==> src/rtl/load_store_unit_pkg.sv <==
// Shared types for the load/store unit.
//   mem_access_type : memory-access kind produced by instruction decode
//   lsu_fault_t     : fault cause reported with a response
//   lsu_state_e     : load_store_unit FSM states
//   mem_cmd_t       : command payload held on the data-memory bus while requesting
package load_store_unit_pkg;

    localparam int unsigned XLEN  = 32;
    localparam int unsigned BE_W  = XLEN / 8;
    localparam int unsigned OFF_W = 2;

    typedef enum logic [3:0] {
        MEM_NONE = 4'd0,
        MEM_LB   = 4'd1,
        MEM_LH   = 4'd2,
        MEM_LW   = 4'd3,
        MEM_LBU  = 4'd4,
        MEM_LHU  = 4'd5,
        MEM_SB   = 4'd6,
        MEM_SH   = 4'd7,
        MEM_SW   = 4'd8
    } mem_access_type;

    typedef enum logic [1:0] {
        LSU_FAULT_NONE     = 2'd0,
        LSU_FAULT_MISALIGN = 2'd1,
        LSU_FAULT_TIMEOUT  = 2'd2
    } lsu_fault_t;

    typedef enum logic [1:0] {
        ST_IDLE = 2'd0,
        ST_REQ  = 2'd1,
        ST_WAIT = 2'd2,
        ST_DONE = 2'd3
    } lsu_state_e;

    typedef struct packed {
        logic [XLEN-1:0] addr;
        logic            we;
        logic [BE_W-1:0] be;
        logic [XLEN-1:0] wdata;
    } mem_cmd_t;

    // True for the three store flavours.
    function automatic logic is_store(mem_access_type t);
        return (t == MEM_SB) || (t == MEM_SH) || (t == MEM_SW);
    endfunction

endpackage

==> src/rtl/load_store_unit_if.sv <==
// Data-memory req/gnt/rvalid bus.
//   master (LSU)    : drives mem_req, mem_addr, mem_we, mem_be, mem_wdata
//   slave  (memory) : drives mem_gnt, mem_rvalid, mem_rdata
interface load_store_unit_if;
    import load_store_unit_pkg::*;

    logic            mem_req;
    logic [XLEN-1:0] mem_addr;
    logic            mem_we;
    logic [BE_W-1:0] mem_be;
    logic [XLEN-1:0] mem_wdata;
    logic            mem_gnt;
    logic            mem_rvalid;
    logic [XLEN-1:0] mem_rdata;

    modport master (
        output mem_req, mem_addr, mem_we, mem_be, mem_wdata,
        input  mem_gnt, mem_rvalid, mem_rdata
    );

    modport slave (
        input  mem_req, mem_addr, mem_we, mem_be, mem_wdata,
        output mem_gnt, mem_rvalid, mem_rdata
    );

endinterface

==> src/rtl/lsu_lane_align.sv <==
// Combinational byte-lane logic for the load/store unit.
//   access_type_i : access kind
//   off_i         : byte offset addr[1:0]
//   wdata_i       : store data (rs2)
//   rdata_i       : word returned by memory
//   be_c          : byte enables
//   wdata_c       : lane-replicated store data
//   rdata_c       : extracted, sign/zero-extended load data (0 for non-loads)
//   misaligned_c  : access must trap (only with LSU_MISALIGN_TRAP_EN defined)
module lsu_lane_align
    import load_store_unit_pkg::*;
(
    input  mem_access_type   access_type_i,
    input  logic [OFF_W-1:0] off_i,
    input  logic [XLEN-1:0]  wdata_i,
    input  logic [XLEN-1:0]  rdata_i,
    output logic [BE_W-1:0]  be_c,
    output logic [XLEN-1:0]  wdata_c,
    output logic [XLEN-1:0]  rdata_c,
    output logic             misaligned_c
);

    logic [7:0]  byte_c;
    logic [15:0] half_c;

    // Halfwords select on addr[1] only; a set addr[0] is either trapped or ignored.
    assign byte_c = rdata_i[{off_i, 3'b000} +: 8];
    assign half_c = rdata_i[{off_i[1], 4'b0000} +: 16];

    // Lane steering and load extension.
    always_comb begin
        be_c    = 4'b1111;
        wdata_c = wdata_i;
        rdata_c = '0;
        case (access_type_i)
            MEM_LB:  rdata_c = {{24{byte_c[7]}}, byte_c};
            MEM_LBU: rdata_c = {24'h0, byte_c};
            MEM_LH:  rdata_c = {{16{half_c[15]}}, half_c};
            MEM_LHU: rdata_c = {16'h0, half_c};
            MEM_LW:  rdata_c = rdata_i;
            MEM_SB: begin
                be_c    = 4'b0001 << off_i;
                wdata_c = {4{wdata_i[7:0]}};
            end
            MEM_SH: begin
                be_c    = 4'b0011 << {off_i[1], 1'b0};
                wdata_c = {2{wdata_i[15:0]}};
            end
            default: ;
        endcase
    end

    // Misalignment detection.
    always_comb begin
        misaligned_c = 1'b0;
`ifdef LSU_MISALIGN_TRAP_EN
        case (access_type_i)
            MEM_LH, MEM_LHU, MEM_SH: misaligned_c = off_i[0];
            MEM_LW, MEM_SW:          misaligned_c = (off_i != 2'b00);
            default: ;
        endcase
`else
        misaligned_c = 1'b0;
`endif
    end

endmodule

==> src/rtl/load_store_unit.sv <==
// Load/store unit: one load or store per pipeline request over a req/gnt/rvalid bus.
// Optional feature macro: LSU_MISALIGN_TRAP_EN (trap misaligned halfword/word accesses).
//   clk, rst_n       : clock, asynchronous active-low reset
//   req_valid/ready  : pipeline request handshake
//   access_type      : decoded memory-access kind
//   addr, wdata      : byte address, store data (rs2)
//   resp_valid       : one-cycle result/fault pulse
//   resp_data        : extended load data, 0 for stores/NONE/faults
//   fault/fault_cause: fault flag and cause
//   mem              : data-memory bus (master side)
module load_store_unit
    import load_store_unit_pkg::*;
#(
    parameter int unsigned TIMEOUT_CYCLES = 16
) (
    input  logic                   clk,
    input  logic                   rst_n,
    input  logic                   req_valid,
    output logic                   req_ready,
    input  mem_access_type         access_type,
    input  logic [XLEN-1:0]        addr,
    input  logic [XLEN-1:0]        wdata,
    output logic                   resp_valid,
    output logic [XLEN-1:0]        resp_data,
    output logic                   fault,
    output lsu_fault_t             fault_cause,
    load_store_unit_if.master      mem
);

    localparam int unsigned CNT_W = (TIMEOUT_CYCLES > 1) ? $clog2(TIMEOUT_CYCLES) : 1;

    lsu_state_e       state_q, state_d;
    mem_access_type   type_q, type_d;
    logic [OFF_W-1:0] off_q, off_d;
    logic [CNT_W-1:0] cnt_q, cnt_d;
    mem_cmd_t         cmd_q, cmd_d;
    logic             mem_req_q, mem_req_d;
    logic             req_ready_q, req_ready_d;
    logic             resp_valid_q, resp_valid_d;
    logic [XLEN-1:0]  resp_data_q, resp_data_d;
    logic             fault_q, fault_d;
    lsu_fault_t       cause_q, cause_d;

    mem_access_type   lane_type_c;
    logic [OFF_W-1:0] lane_off_c;
    logic [BE_W-1:0]  lane_be_c;
    logic [XLEN-1:0]  lane_wdata_c;
    logic [XLEN-1:0]  lane_rdata_c;
    logic             lane_mis_c;
    logic             timeout_hit_c;

    // Lane logic sees the live request while idle, the latched one afterwards.
    assign lane_type_c = (state_q == ST_IDLE) ? access_type : type_q;
    assign lane_off_c  = (state_q == ST_IDLE) ? addr[1:0]   : off_q;

    lsu_lane_align u_lane (
        .access_type_i (lane_type_c),
        .off_i         (lane_off_c),
        .wdata_i       (wdata),
        .rdata_i       (mem.mem_rdata),
        .be_c          (lane_be_c),
        .wdata_c       (lane_wdata_c),
        .rdata_c       (lane_rdata_c),
        .misaligned_c  (lane_mis_c)
    );

    // Counter reaches TIMEOUT_CYCLES-1 on the last allowed REQ/WAIT cycle.
    assign timeout_hit_c = (TIMEOUT_CYCLES != 0) &&
                           (cnt_q == CNT_W'(TIMEOUT_CYCLES - 1));

    // Next-state and registered-output logic.
    always_comb begin
        state_d      = state_q;
        type_d       = type_q;
        off_d        = off_q;
        cnt_d        = cnt_q;
        cmd_d        = cmd_q;
        mem_req_d    = 1'b0;
        req_ready_d  = 1'b0;
        resp_valid_d = 1'b0;
        resp_data_d  = '0;
        fault_d      = 1'b0;
        cause_d      = LSU_FAULT_NONE;

        case (state_q)
            ST_IDLE: begin
                if (req_valid) begin
                    type_d = access_type;
                    off_d  = addr[1:0];
                    if ((access_type == MEM_NONE) || lane_mis_c) begin
                        state_d      = ST_DONE;
                        resp_valid_d = 1'b1;
                        fault_d      = lane_mis_c;
                        cause_d      = lane_mis_c ? LSU_FAULT_MISALIGN : LSU_FAULT_NONE;
                    end else begin
                        state_d     = ST_REQ;
                        mem_req_d   = 1'b1;
                        cnt_d       = '0;
                        cmd_d.addr  = {addr[XLEN-1:2], 2'b00};
                        cmd_d.we    = is_store(access_type);
                        cmd_d.be    = lane_be_c;
                        cmd_d.wdata = lane_wdata_c;
                    end
                end else begin
                    req_ready_d = 1'b1;
                end
            end
            ST_REQ: begin
                cnt_d = cnt_q + CNT_W'(1);
                // A timeout beats a grant arriving in the same cycle.
                if (timeout_hit_c) begin
                    state_d      = ST_DONE;
                    resp_valid_d = 1'b1;
                    fault_d      = 1'b1;
                    cause_d      = LSU_FAULT_TIMEOUT;
                end else if (mem.mem_gnt) begin
                    state_d = ST_WAIT;
                end else begin
                    mem_req_d = 1'b1;
                end
            end
            ST_WAIT: begin
                cnt_d = cnt_q + CNT_W'(1);
                // A response arriving on the last allowed cycle still completes normally.
                if (mem.mem_rvalid) begin
                    state_d      = ST_DONE;
                    resp_valid_d = 1'b1;
                    resp_data_d  = lane_rdata_c;
                end else if (timeout_hit_c) begin
                    state_d      = ST_DONE;
                    resp_valid_d = 1'b1;
                    fault_d      = 1'b1;
                    cause_d      = LSU_FAULT_TIMEOUT;
                end
            end
            ST_DONE: begin
                state_d     = ST_IDLE;
                req_ready_d = 1'b1;
            end
            default: begin
                state_d = ST_IDLE;
            end
        endcase
    end

    // State and output registers.
    always_ff @(posedge clk or negedge rst_n) begin
        if (!rst_n) begin
            state_q      <= ST_IDLE;
            type_q       <= MEM_NONE;
            off_q        <= '0;
            cnt_q        <= '0;
            cmd_q        <= '0;
            mem_req_q    <= 1'b0;
            req_ready_q  <= 1'b1;
            resp_valid_q <= 1'b0;
            resp_data_q  <= '0;
            fault_q      <= 1'b0;
            cause_q      <= LSU_FAULT_NONE;
        end else begin
            state_q      <= state_d;
            type_q       <= type_d;
            off_q        <= off_d;
            cnt_q        <= cnt_d;
            cmd_q        <= cmd_d;
            mem_req_q    <= mem_req_d;
            req_ready_q  <= req_ready_d;
            resp_valid_q <= resp_valid_d;
            resp_data_q  <= resp_data_d;
            fault_q      <= fault_d;
            cause_q      <= cause_d;
        end
    end

    assign req_ready     = req_ready_q;
    assign resp_valid    = resp_valid_q;
    assign resp_data     = resp_data_q;
    assign fault         = fault_q;
    assign fault_cause   = cause_q;
    assign mem.mem_req   = mem_req_q;
    assign mem.mem_addr  = cmd_q.addr;
    assign mem.mem_we    = cmd_q.we;
    assign mem.mem_be    = cmd_q.be;
    assign mem.mem_wdata = cmd_q.wdata;

endmodule

==> src/flat_wrapper.sv <==
// flat-port wrapper written by rule: the top's interface ports become plain ports
module load_store_unit_flat import load_store_unit_pkg::*;
#(
    parameter int unsigned TIMEOUT_CYCLES = 16
)
  (clk, rst_n, req_valid, req_ready, access_type, addr, wdata, resp_valid, resp_data, fault, fault_cause, mem_mem_req, mem_mem_addr, mem_mem_we, mem_mem_be, mem_mem_wdata, mem_mem_gnt, mem_mem_rvalid, mem_mem_rdata);
  load_store_unit_if mem_i ();
  input  logic clk;
  input  logic rst_n;
  input  logic req_valid;
  output logic req_ready;
  input  mem_access_type access_type;
  input  logic [XLEN-1:0] addr;
  input  logic [XLEN-1:0] wdata;
  output logic resp_valid;
  output logic [XLEN-1:0] resp_data;
  output logic fault;
  output lsu_fault_t fault_cause;
  output wire logic [$bits(mem_i.mem_req)-1:0] mem_mem_req;
  output wire logic [$bits(mem_i.mem_addr)-1:0] mem_mem_addr;
  output wire logic [$bits(mem_i.mem_we)-1:0] mem_mem_we;
  output wire logic [$bits(mem_i.mem_be)-1:0] mem_mem_be;
  output wire logic [$bits(mem_i.mem_wdata)-1:0] mem_mem_wdata;
  input wire logic [$bits(mem_i.mem_gnt)-1:0] mem_mem_gnt;
  input wire logic [$bits(mem_i.mem_rvalid)-1:0] mem_mem_rvalid;
  input wire logic [$bits(mem_i.mem_rdata)-1:0] mem_mem_rdata;
  assign mem_mem_req = mem_i.mem_req;
  assign mem_mem_addr = mem_i.mem_addr;
  assign mem_mem_we = mem_i.mem_we;
  assign mem_mem_be = mem_i.mem_be;
  assign mem_mem_wdata = mem_i.mem_wdata;
  assign mem_i.mem_gnt = mem_mem_gnt;
  assign mem_i.mem_rvalid = mem_mem_rvalid;
  assign mem_i.mem_rdata = mem_mem_rdata;
  load_store_unit #(.TIMEOUT_CYCLES(TIMEOUT_CYCLES)) u_core (.clk(clk), .rst_n(rst_n), .req_valid(req_valid), .req_ready(req_ready), .access_type(access_type), .addr(addr), .wdata(wdata), .resp_valid(resp_valid), .resp_data(resp_data), .fault(fault), .fault_cause(fault_cause), .mem(mem_i));
endmodule
==> config.mk <==
export PLATFORM = sky130hd
export DESIGN_NAME = load_store_unit_flat
export DESIGN_NICKNAME = d
export VERILOG_FILES = /design/src/rtl/load_store_unit_pkg.sv /design/src/rtl/load_store_unit_if.sv /design/src/rtl/lsu_lane_align.sv /design/src/rtl/load_store_unit.sv /design/src/flat_wrapper.sv
export SDC_FILE = /design/constraint.sdc
export NUM_CORES = 1
export LEC_CHECK = 0
export ABC_AREA = 0
export BUFFER_PORTS_ARGS = -buffer_cell sky130_fd_sc_hd__clkbuf_2
export CORE_AREA = 2 2 110 112
export CTS_BUF_LIST = sky130_fd_sc_hd__clkbuf_16
export DETAILED_ROUTE_END_ITERATION = 7
export DIE_AREA = 0 0 112 114
export MAX_ROUTING_LAYER = met4
export PLACE_DENSITY_LB_ADDON = 0.25
export SLEW_MARGIN = 20
export SYNTH_ARGS = -nofsm -noshare
export SYNTH_HDL_FRONTEND = slang
export SYNTH_SLANG_ARGS = --single-unit
==> constraint.sdc <==
create_clock -name clk -period 3.6 [get_ports clk]
set_clock_uncertainty 0.2 [all_clocks]
set_input_delay 0.72 -clock clk [delete_from_list [all_inputs] [get_ports clk]]
set_output_delay 0.72 -clock clk [all_outputs]
set_load 0.01 [all_outputs]
==> impl_metrics.env <==
export IMPL_clk_pin_slew_ns=0.05
export IMPL_cp_start_kind="flip-flop"
export IMPL_critPathBufInv=2
export IMPL_required_ns=3.69
export IMPL_power_w=0.00637
export IMPL_post_cts_resized=0
export IMPL_ant_nets=0
export IMPL_layout_min_cycle_time_ns=2.94
export IMPL_grt_first_pass_wirelength_um=24500
export IMPL_cts_setup_buffers=0
export IMPL_synth_top_area_cell="dfrtp_1"
export IMPL_critPathTopFamily="simple AND/OR/NAND/NOR gates"
export IMPL_drc_errors=0
export IMPL_grt_use_total_pct=24.8
export IMPL_numCtsBuffers=17
export IMPL_grt_antenna_before_repair=0
export IMPL_die_area_um2=12800
export IMPL_root_buffer="clkbuf_16"
export IMPL_finalInstanceArea_um2=7350
export IMPL_insertion_delay_ns=0.41
export IMPL_h_tree_depth=4
export IMPL_hold_viol_final=0
export IMPL_drtPass1Iterations=5
export IMPL_grt_pass1_vias=4816
export IMPL_setup_viol=0
export IMPL_clockBufferDepth=2
export IMPL_synthCells=569
export IMPL_p_per_area_nw_per_um2=866
export IMPL_drv_cap=0
export IMPL_routed_wl_um=15200
export IMPL_ir_drop_mv=0.462
export IMPL_fin_nets=879
export IMPL_place_gp_congestion=0.883
export IMPL_io_pins=212
export IMPL_cts_tree="built"
export IMPL_leakagePower_nw=3.72
export IMPL_worstPathArrival_ns=3.03
export IMPL_met2_usage_pct=36.8
export IMPL_hold_ws_ns=0.101
export IMPL_portBuffers=208
export IMPL_ys_flop_type="dfrtp_1"
export IMPL_wl_per_cell_um=16.4
export IMPL_grt_util_met3_pct=5.74
export IMPL_synthArstFlopShare_pct=100
export IMPL_cp_slowest_stage_delay_ns=0.55
export IMPL_dieWidth_um=112
export IMPL_dpl_cell_area_um2=6850
export IMPL_synth_edf_count=0
export IMPL_ys_seq_area_share_pct=50.5
export IMPL_grt_overflow=0
export IMPL_layout_drive_gt1_share_pct=38.1
export IMPL_rsz0062_at_grt="no"
export IMPL_hold_path_class="input port to async pin"
export IMPL_drtIter0Drc=475
export IMPL_num_rows=40
export IMPL_crit_chain="inv_1 -> ha_1 -> buf_4 -> mux2i_1 -> or3_1 -> a32oi_1 -> a211oi_1"
export IMPL_antenna_cells=0
export IMPL_dieHeight_um=114
export IMPL_synth_top_area_share_pct=50.0
export IMPL_yosysUniqueCellTypes=49
export IMPL_slew_violations=0
export IMPL_status="completed"
export IMPL_synth_area_top_cells="dfrtp_1 50%, nand2_1 12%, mux2_2 4.1%, mux4_2 3.6%, a32oi_1 2.6%"
export IMPL_max_freq_mhz=340
export IMPL_initial_core_util_pct=48.7
export IMPL_dp_hpwl_um=10800
export IMPL_core_um2=11700
export IMPL_finalCritPeriodShare_pct=81.7
export IMPL_finalSetupTns_ns=0
export IMPL_via_count=5103
export IMPL_relSlewSlack_pct=33.9
export IMPL_top_usage_layer="met2"
export IMPL_cp_end_kind="flip-flop"
export IMPL_max_slew_worst_pin_slew_ns=0.989
export IMPL_syn_cell_area_um2=5710
export IMPL_synthTopCellsByCount="181 x nand2_1, 114 x dfrtp_1, 23 x nor2_1, 21 x mux2_2"
export IMPL_grtUsageMet1_pct=34.0
export IMPL_criticalPathCategory="flip-flop to flip-flop"
export IMPL_area_growth_syn_to_layout_pct=28.8
export IMPL_slowest_stage="or3_1"
export IMPL_cp_max_fo=18
export IMPL_viasPerCell=5.50
export IMPL_synth_warning_count=0
export IMPL_grt_start_max_net_pins=88
export IMPL_holdBufCountCts=0
export IMPL_ys_seq_elements=115
export IMPL_cts_sinks=115
export IMPL_syn_area_per_cell_um2=10.0
export IMPL_yosysMostFrequentCell="nand2_1"
## sequential cells by signal, indices dropped and copies added (netlist names)
name	flops
u_core.req_ready	1
u_core.resp_data	32
u_core.off_q	2
u_core.mem.mem_be	4
u_core.mem.mem_wdata	32
u_core.state_q	2
u_core.mem.mem_we	1
u_core.type_q	4
u_core.mem.mem_addr	30
u_core.mem.mem_req	1
u_core.fault_cause	1
u_core.cnt_q	4
u_core.resp_valid	1
## power by group
group	internal, W	total (W)	switching (W)
registers	0.00175	0.00201	0.000262
logic	0.00116	0.00290	0.00174
clock network	0.000909	0.00145	0.000545
total	0.00382	0.00637	0.00255
## per-layer routing
layer	up-vias	routed length (um)
li1	2395	-
met1	2429	6690
met2	252	7110
met3	27	1080
met4	0	291
met5	-	0
## through the flow
stage          util (%)  cells  setup slack [ns]
5_1_grt            62.8    927             0.489
3_3_place_gp       58.5    897             0.760
6_report           62.8    927             0.659
4_1_cts            62.8    927             0.665
2_1_floorplan         -    571              1.02
3_5_place_dp       58.5    897             0.683
## cell families (layout without fill, tap and decap cells)
kind of cell | Yosys count | count (layout) | share of synthesized area, %
and+or+nand+nor | 244 | 244 | 18.3
DFF | 115 | 115 | 50.5
AOI/OAI and AO/OA | 109 | 109 | 14.8
buffers and inverters | 49 | 258 | 4.39
muxes | 46 | 46 | 10.9
adders and majority gates | 5 | 5 | 1.10
other | 1 | 3 | 0.0657
## cell type report
| type | instances | area (um2) |
|---|---|---|
| fill | 984 | 4360 |
| sequential | 115 | 2880 |
| multi-input combinational | 407 | 2600 |
| timing repair buffer | 221 | 1150 |
| clock buffer | 17 | 425 |
| tap | 147 | 184 |
| clock inverter | 13 | 78.8 |
| inverter | 7 | 26.3 |
## layout by cell type, fill, tap and decap left out, types with 8 or more instances in the layout
cell / count
a211oi_1: 15
a211oi_2: 10
a21oi_1: 13
a32oi_1: 17
and3_1: 10
buf_4: 13
clkbuf_16: 17
clkbuf_2: 207
dfrtp_1: 114
inv_1: 9
mux2_2: 21
mux2i_1: 13
mux4_2: 9
nand2_1: 181
nor2_1: 22
o211ai_1: 8
o21ai_0: 15
o31ai_1: 16
## final timing paths
check / start / to / slack, ns / cells past startpoint
setup / recovery: u_core.state_q[0]$_DFFE_PN0P_ / u_core.resp_data[10]$_DFF_PN0_ / 0.66 / 7
hold / removal: rst_n / u_core.mem.mem_addr[2]$_DFFE_PN0P_ / 0.10 / 1
setup reg to reg: u_core.state_q[0]$_DFFE_PN0P_ / u_core.resp_data[10]$_DFF_PN0_ / 0.66 / 7
hold reg to reg: u_core.mem.mem_wdata[3]$_DFFE_PN0P_ / u_core.mem.mem_wdata[3]$_DFFE_PN0P_ / 0.27 / 2
max in group asynchronous: rst_n / u_core.req_ready$_DFF_PN1_ / 2.28 / 2
min in group clk: u_core.mem.mem_wdata[3]$_DFFE_PN0P_ / u_core.mem.mem_wdata[3]$_DFFE_PN0P_ / 0.27 / 2
(Power assumes the default switching activity.)
